### src/rtl/pseudo_spi_sram_loader_if.sv
// Bus bundle between the pseudo-SPI loader and its environment: transfer
// control (BGN/ADDR_BGN/DATA_LEN), the raw serial pins, and the SRAM write port
// with its RDY/ERR status.
//   master : drives control and serial pins, observes SRAM port and status
//   slave  : the loader itself
interface pseudo_spi_sram_loader_if #(
  parameter int unsigned MEMORY_DATA_WIDTH = 8,
  parameter int unsigned MEMORY_ADDR_WIDTH = 9,
  parameter int unsigned RESERVED_DATA_LEN = 8
) ();
  logic                         BGN;
  logic [MEMORY_ADDR_WIDTH-1:0] ADDR_BGN;
  logic [RESERVED_DATA_LEN-1:0] DATA_LEN;
  logic                         SCLK1;
  logic                         SCLK2;
  logic                         SEL;
  logic                         SPI_SI;
  logic                         CEN;
  logic                         D_WE;
  logic [MEMORY_ADDR_WIDTH-1:0] A;
  logic [MEMORY_DATA_WIDTH-1:0] PO;
  logic                         RDY;
  logic                         ERR;

  modport master (
    output BGN, ADDR_BGN, DATA_LEN, SCLK1, SCLK2, SEL, SPI_SI,
    input  CEN, D_WE, A, PO, RDY, ERR
  );

  modport slave (
    input  BGN, ADDR_BGN, DATA_LEN, SCLK1, SCLK2, SEL, SPI_SI,
    output CEN, D_WE, A, PO, RDY, ERR
  );
endinterface

### src/rtl/pseudo_spi_sram_loader.sv
// Receive side of the pseudo-SPI link. Oversamples SCLK1/SCLK2/SEL/SPI_SI on
// CLK, assembles LSB-first bytes on SCLK1 rising edges inside a SEL frame and
// writes each completed byte to consecutive SRAM addresses starting at ADDR_BGN
// until DATA_LEN bytes are stored.
// Ports:
//   CLK    system clock
//   rst_n  synchronous active-low reset
//   bus    slave modport: BGN, ADDR_BGN, DATA_LEN, SCLK1, SCLK2, SEL, SPI_SI in;
//          CEN, D_WE, A, PO, RDY, ERR out (all registered)
module pseudo_spi_sram_loader #(
  parameter int unsigned MEMORY_DATA_WIDTH = 8,
  parameter int unsigned MEMORY_ADDR_WIDTH = 9,
  parameter int unsigned RESERVED_DATA_LEN = 8,
  parameter int unsigned SYNC_STAGES       = 2
) (
  input  logic                     CLK,
  input  logic                     rst_n,
  pseudo_spi_sram_loader_if.slave  bus
);

  localparam int unsigned DW = MEMORY_DATA_WIDTH;
  localparam int unsigned AW = MEMORY_ADDR_WIDTH;
  localparam int unsigned LW = RESERVED_DATA_LEN;
  localparam int unsigned CW = $clog2(DW + 1);

  typedef enum logic [2:0] {
    ST_IDLE,
    ST_SHIFT,
    ST_WRITE,
    ST_NEXT,
    ST_DONE
  } state_t;

  // Synchroniser chain, one 4-bit slice per stage: {SPI_SI, SEL, SCLK2, SCLK1}
  logic [SYNC_STAGES-1:0][3:0] sync_q;
  logic                        s_sclk1, s_sclk2, s_sel, s_si;
  logic                        sclk1_prev_q, sel_prev_q;

  state_t          state_q, state_d;
  logic [AW-1:0]   addr_q, addr_d;
  logic [LW-1:0]   rem_q, rem_d;
  logic [CW-1:0]   bitcnt_q, bitcnt_d;
  logic [DW-1:0]   sreg_q, sreg_d;
  logic            pend_q, pend_d;
  logic            err_q, err_d;

  logic            cen_q, we_q, rdy_q;
  logic [AW-1:0]   a_q;
  logic [DW-1:0]   po_q;

  logic            rise1, sel_fall, valid_rise, overlap, wr_d;

  assign s_sclk1 = sync_q[SYNC_STAGES-1][0];
  assign s_sclk2 = sync_q[SYNC_STAGES-1][1];
  assign s_sel   = sync_q[SYNC_STAGES-1][2];
  assign s_si    = sync_q[SYNC_STAGES-1][3];

  assign rise1      = s_sclk1 & ~sclk1_prev_q;
  assign sel_fall   = sel_prev_q & ~s_sel;
  // An SCLK1 edge only counts inside a frame and with the phase clocks apart
  assign valid_rise = rise1 & s_sel & ~s_sclk2;
  assign overlap    = s_sclk1 & s_sclk2;

  // State, datapath and registered outputs
  always_ff @(posedge CLK) begin
    if (!rst_n) begin
      sync_q       <= '0;
      sclk1_prev_q <= 1'b0;
      sel_prev_q   <= 1'b0;
      state_q      <= ST_IDLE;
      addr_q       <= '0;
      rem_q        <= '0;
      bitcnt_q     <= '0;
      sreg_q       <= '0;
      pend_q       <= 1'b0;
      err_q        <= 1'b0;
      cen_q        <= 1'b1;
      we_q         <= 1'b0;
      a_q          <= '0;
      po_q         <= '0;
      rdy_q        <= 1'b0;
    end else begin
      sync_q       <= {sync_q[SYNC_STAGES-2:0], {bus.SPI_SI, bus.SEL, bus.SCLK2, bus.SCLK1}};
      sclk1_prev_q <= s_sclk1;
      sel_prev_q   <= s_sel;
      state_q      <= state_d;
      addr_q       <= addr_d;
      rem_q        <= rem_d;
      bitcnt_q     <= bitcnt_d;
      sreg_q       <= sreg_d;
      pend_q       <= pend_d;
      err_q        <= err_d;
      // Outputs follow the state being entered so they line up with it
      cen_q        <= ~wr_d;
      we_q         <= wr_d;
      rdy_q        <= (state_d == ST_DONE);
      if (wr_d) begin
        a_q  <= addr_q;
        po_q <= sreg_d;
      end
    end
  end

  // Next-state and datapath updates
  always_comb begin
    state_d  = state_q;
    addr_d   = addr_q;
    rem_d    = rem_q;
    bitcnt_d = bitcnt_q;
    sreg_d   = sreg_q;
    pend_d   = pend_q;
    err_d    = err_q;

    case (state_q)
      ST_IDLE: begin
        pend_d = 1'b0;
        if (bus.BGN) begin
          addr_d   = bus.ADDR_BGN;
          rem_d    = bus.DATA_LEN;
          err_d    = 1'b0;
          bitcnt_d = '0;
          state_d  = (bus.DATA_LEN == '0) ? ST_DONE : ST_SHIFT;
        end
      end

      ST_SHIFT: begin
        pend_d = 1'b0;
        if (!bus.BGN) begin
          bitcnt_d = '0;
          state_d  = ST_IDLE;
        end else begin
          if (overlap) err_d = 1'b1;
          // Frame closed mid-byte: discard the partial byte
          if (sel_fall && (bitcnt_q != '0)) begin
            bitcnt_d = '0;
            err_d    = 1'b1;
          end else if (valid_rise || pend_q) begin
            sreg_d = {s_si, sreg_q[DW-1:1]};
            if (bitcnt_q == CW'(DW - 1)) begin
              bitcnt_d = '0;
              state_d  = ST_WRITE;
            end else begin
              bitcnt_d = bitcnt_q + CW'(1);
            end
          end
        end
      end

      ST_WRITE: begin
        if (valid_rise) pend_d = 1'b1;
        state_d = bus.BGN ? ST_NEXT : ST_IDLE;
      end

      ST_NEXT: begin
        if (valid_rise) pend_d = 1'b1;
        addr_d = addr_q + AW'(1);
        rem_d  = rem_q - LW'(1);
        if (!bus.BGN)                state_d = ST_IDLE;
        else if (rem_q == LW'(1))    state_d = ST_DONE;
        else                         state_d = ST_SHIFT;
      end

      ST_DONE: begin
        if (!bus.BGN) state_d = ST_IDLE;
      end

      default: state_d = ST_IDLE;
    endcase
  end

  assign wr_d = (state_d == ST_WRITE);

  assign bus.CEN  = cen_q;
  assign bus.D_WE = we_q;
  assign bus.A    = a_q;
  assign bus.PO   = po_q;
  assign bus.RDY  = rdy_q;
  assign bus.ERR  = err_q;

endmodule
### src/flat_wrapper.sv
// flat-port wrapper written by rule: the top's interface ports become plain ports
module pseudo_spi_sram_loader_flat 
#(
  parameter int unsigned MEMORY_DATA_WIDTH = 8,
  parameter int unsigned MEMORY_ADDR_WIDTH = 9,
  parameter int unsigned RESERVED_DATA_LEN = 8,
  parameter int unsigned SYNC_STAGES       = 2
)
  (CLK, rst_n, bus_BGN, bus_ADDR_BGN, bus_DATA_LEN, bus_SCLK1, bus_SCLK2, bus_SEL, bus_SPI_SI, bus_CEN, bus_D_WE, bus_A, bus_PO, bus_RDY, bus_ERR);
  pseudo_spi_sram_loader_if #(.MEMORY_DATA_WIDTH(MEMORY_DATA_WIDTH), .MEMORY_ADDR_WIDTH(MEMORY_ADDR_WIDTH), .RESERVED_DATA_LEN(RESERVED_DATA_LEN)) bus_i ();
  input  logic CLK;
  input  logic rst_n;
  input wire logic [$bits(bus_i.BGN)-1:0] bus_BGN;
  input wire logic [$bits(bus_i.ADDR_BGN)-1:0] bus_ADDR_BGN;
  input wire logic [$bits(bus_i.DATA_LEN)-1:0] bus_DATA_LEN;
  input wire logic [$bits(bus_i.SCLK1)-1:0] bus_SCLK1;
  input wire logic [$bits(bus_i.SCLK2)-1:0] bus_SCLK2;
  input wire logic [$bits(bus_i.SEL)-1:0] bus_SEL;
  input wire logic [$bits(bus_i.SPI_SI)-1:0] bus_SPI_SI;
  output wire logic [$bits(bus_i.CEN)-1:0] bus_CEN;
  output wire logic [$bits(bus_i.D_WE)-1:0] bus_D_WE;
  output wire logic [$bits(bus_i.A)-1:0] bus_A;
  output wire logic [$bits(bus_i.PO)-1:0] bus_PO;
  output wire logic [$bits(bus_i.RDY)-1:0] bus_RDY;
  output wire logic [$bits(bus_i.ERR)-1:0] bus_ERR;
  assign bus_i.BGN = bus_BGN;
  assign bus_i.ADDR_BGN = bus_ADDR_BGN;
  assign bus_i.DATA_LEN = bus_DATA_LEN;
  assign bus_i.SCLK1 = bus_SCLK1;
  assign bus_i.SCLK2 = bus_SCLK2;
  assign bus_i.SEL = bus_SEL;
  assign bus_i.SPI_SI = bus_SPI_SI;
  assign bus_CEN = bus_i.CEN;
  assign bus_D_WE = bus_i.D_WE;
  assign bus_A = bus_i.A;
  assign bus_PO = bus_i.PO;
  assign bus_RDY = bus_i.RDY;
  assign bus_ERR = bus_i.ERR;
  pseudo_spi_sram_loader #(.MEMORY_DATA_WIDTH(MEMORY_DATA_WIDTH), .MEMORY_ADDR_WIDTH(MEMORY_ADDR_WIDTH), .RESERVED_DATA_LEN(RESERVED_DATA_LEN), .SYNC_STAGES(SYNC_STAGES)) u_core (.CLK(CLK), .rst_n(rst_n), .bus(bus_i));
endmodule
### config.mk
export PLATFORM = sky130hd
export DESIGN_NAME = pseudo_spi_sram_loader_flat
export DESIGN_NICKNAME = d
export VERILOG_FILES = /design/src/rtl/pseudo_spi_sram_loader_if.sv /design/src/rtl/pseudo_spi_sram_loader.sv /design/src/flat_wrapper.sv
export SDC_FILE = /design/constraint.sdc
export NUM_CORES = 1
export LEC_CHECK = 0
export ABC_AREA = 1
export CAP_MARGIN = 20
export CORE_ASPECT_RATIO = 2
export CORE_MARGIN = 2
export CORE_UTILIZATION = 34
export CTS_CLUSTER_DIAMETER = 200
export DETAILED_ROUTE_END_ITERATION = 8
export SLEW_MARGIN = 40
export SYNTH_ARGS = -nofsm -noshare
export SYNTH_HDL_FRONTEND = slang
export SYNTH_SLANG_ARGS = --single-unit
export TNS_END_PERCENT = 20
### constraint.sdc
create_clock -name CLK -period 2.1 [get_ports CLK]
set_input_delay 0.42 -clock CLK [delete_from_list [all_inputs] [get_ports CLK]]
set_output_delay 0.42 -clock CLK [all_outputs]
set_load 0.01 [all_outputs]
==> results.json <==
{
  "place.gp.congestion": 0.8476,
  "critPathMaxFanout": 17,
  "cts.sinks": 64,
  "dieHeight_um": 137.2,
  "cp_slowest_stage_delay_ns": 0.40,
  "slew_viol_final": 0,
  "ys_ff_latch": 64,
  "ctsResizeCount": 0,
  "grt_pass1_vias": 2626,
  "p_per_area_nw_per_um2": 776.4,
  "initial_core_util_pct": 34.88,
  "hpwl_mm": 5.447,
  "synth_fp_nets": 437,
  "whs_path_depth": 2,
  "critPathKind": "flip-flop to flip-flop",
  "wl_per_cell_um": 12.62,
  "tightest_slew_ns": 0.4013,
  "routed-via-count": 2717,
  "period_share_pct": 79.15,
  "syn_avg_cell_area_um2": 7.394,
  "instances_no_fill": 561,
  "die_area_um2": 9688,
  "setup_tns_ns": 0,
  "max_cap_viol_count": 0,
  "dr.pass1.iters": 5,
  "drt_wl_total_mm": 7.079,
  "ys_seq_area_share_pct": 42.47,
  "synth.distinct_cells": 32,
  "clockRootBuffer": "clkbuf_16",
  "grt_pass1_wl_mm": 11.96,
  "critical-path-top-delay-family": "simple AND/OR/NAND/NOR gates",
  "grt_max_degree": 33,
  "core-area_um2": 8648,
  "hold_viol_final": 0,
  "numCtsBuffers": 9,
  "status": "completed",
  "grt_antenna_before_repair": 0,
  "finClkSkew_ns": 0.004324,
  "drt_iter0_markers": 106,
  "rsz0062_at_grt": "false",
  "grt_overflow_total": 0,
  "synth.cell_area_um2": 3017,
  "cts_tree": "done",
  "ant_nets": 0,
  "cp_cell_sequence": "ha_1 > nand2_1 > nor2_2 > nand3_2 > nand2_4 > nand3_4 > nand3_1 > nand2_1",
  "syn_to_final_growth_pct": 27.83,
  "portBuffers": 44,
  "peakVddDrop_uv": 601.9,
  "clk_latency_ns": 0.33,
  "p_leak_nw": 1.665,
  "via_per_inst": 4.843,
  "cp.depth": 8,
  "core.rowCount": 48,
  "critPathBufInv": 0,
  "holdBufCountCts": 0,
  "drc": 0,
  "yosysWarnings": 0,
  "fin_crit_ns": 1.662,
  "post_cts.repair.setup_buffers": 0,
  "power.total_mw": 2.994,
  "endpoint_kind": "flip-flop",
  "htree_levels": 3,
  "cp_slowest_cell": "dfxtp_1",
  "setup_viol": 0,
  "cp.arrival_ns": 1.88,
  "grt_usage_pct": 15.71,
  "io-pin-count": 45,
  "clk_pin_slew_ns": 0.05,
  "synth_cells": 408,
  "fin_util_pct": 44.59,
  "fin_nets": 486,
  "diodes": 0,
  "start_kind": "flip-flop",
  "required_ns": 2.31,
  "drive_gt1_share_pct": 11.50,
  "rr_worst_depth": 8,
  "worstHoldPathType": "flip-flop to flip-flop",
  "clk_path_buf_depth": 2,
  "fmax_ghz": 0.6016,
  "slew_headroom_pct": 73.22,
  "die_w_um": 70.61,
  "dp_cells": 546,
  "crit_path_frequent_cell": "nand2_1"
}
where the power goes:
part	switching [mW]	internal, mW
logic	0.151	0.115
clock network	0.505	0.937
registers	0.0345	1.25
logic make-up after synthesis:
logic type	synth area share (%)
XOR/XNOR	1.452
adder cells (fa/ha/maj)	2.074
flip-flops	42.47
AO/OA/AOI/OAI	11.66
buffers and inverters	10.58
AND/OR/NAND/NOR	31.77
final cells by class:
| cell class | count | area (um2) |
|---|---|---|
| fillers | 905 | 4792 |
| multi-input cells | 269 | 1416 |
| flip-flops and latches | 64 | 1281 |
| repair buffers | 53 | 520.5 |
| clock buffers | 11 | 242.7 |
| inverters | 60 | 225.2 |
| well taps | 100 | 125.1 |
| clock inverters | 4 | 45.04 |
metal layers:
layer / GRT usage, % / vias up / part of all wire (%)
li1: - / 1415 / -
met1: 16.20 / 1236 / 38
met2: 29.04 / 55 / 56
met3: 3.804 / 11 / 3.6
met4: 7.966 / 0 / 2.7
met5: 0 / - / 0
cell usage after synthesis:
cell type / number / share of area [%]
nand3b_1: 1 / 0.25
and3_1: 3 / 0.62
nand3_2: 1 / 0.33
inv_1: 54 / 6.7
buf_2: 6 / 1.0
nor2_4: 4 / 1.5
nand2_2: 2 / 0.41
o21bai_1: 1 / 0.25
o21ai_0: 13 / 2.2
nand4_1: 17 / 3.5
nor3_1: 5 / 0.83
nor2_1: 33 / 4.1
o22ai_1: 1 / 0.21
o21ai_2: 5 / 1.5
o211ai_1: 3 / 0.75
nand2_4: 2 / 0.75
o21ai_1: 2 / 0.33
clkbuf_1: 5 / 0.62
nand3_1: 28 / 4.6
a211oi_1: 2 / 0.50
ha_1: 5 / 2.1
dfxtp_1: 64 / 42
inv_2: 6 / 0.75
o221ai_1: 1 / 0.29
a221oi_2: 1 / 0.50
a21oi_1: 24 / 4.0
buf_6: 4 / 1.5
nand2_1: 95 / 12
nor2_2: 6 / 1.2
nand3_4: 3 / 1.7
a31oi_1: 6 / 1.2
xor2_1: 5 / 1.5
cells in the final DEF (no fill, tap or decap), drive strengths merged:
master,netlist,final
nand2,99,99
dfxtp,64,64
inv,60,60
clkdlybuf4s50,0,44
nor2,43,43
nand3,32,32
a21oi,24,24
o21ai,20,20
nand4,17,17
clkbuf,5,11
buf,10,9
a31oi,6,6
nor3,5,5
xor2,5,5
ha,5,5
o211ai,3,3
and3,3,3
clkinv,0,3
a211oi,2,2
o221ai,1,1
o22ai,1,1
a221oi,1,1
o21bai,1,1
nand3b,1,1
bufinv,0,1
per-stage QoR:
step	setup WS, ns	hold slack (ns)	cell area, um2
after floorplan	0.6339	0.3905	3017
after global placement	0.1230	0.3946	3568
after detailed placement	0.09316	0.4029	3568
after CTS	0.4220	0.4158	3856
after global routing	0.2549	0.4421	3856
final	0.4378	0.4107	3856
path summary, 6_finish.rpt:
path / from / endpoint / slack, ns
max: u_core.bitcnt_q[0] / u_core.bus.PO[7] / 0.44
min: u_core.sync_q[1] / u_core.s_sclk2 / 0.41
max reg2reg: u_core.bitcnt_q[0] / u_core.bus.PO[7] / 0.44
min reg2reg: u_core.sync_q[1] / u_core.s_sclk2 / 0.41
worst register-to-register path: stages (launching register included):
cell,delay (ns)
dfxtp_1,0.40
ha_1,0.19
nand2_1,0.08
nor2_2,0.20
nand3_2,0.13
nand2_4,0.15
nand3_4,0.20
nand3_1,0.13
nand2_1,0.06
registers in the layout, indices dropped and copies added (netlist names), 3 cells and up:
signal and flops:
u_core.addr_q 9, u_core.rem_q 8, u_core.bus.PO 8, u_core.bitcnt_q 4
u_core.sreg_q 8, u_core.bus.A 9, u_core.state_q 3, u_core.sync_q 4
No activity file was read; power rests on OpenSTA's default activity.
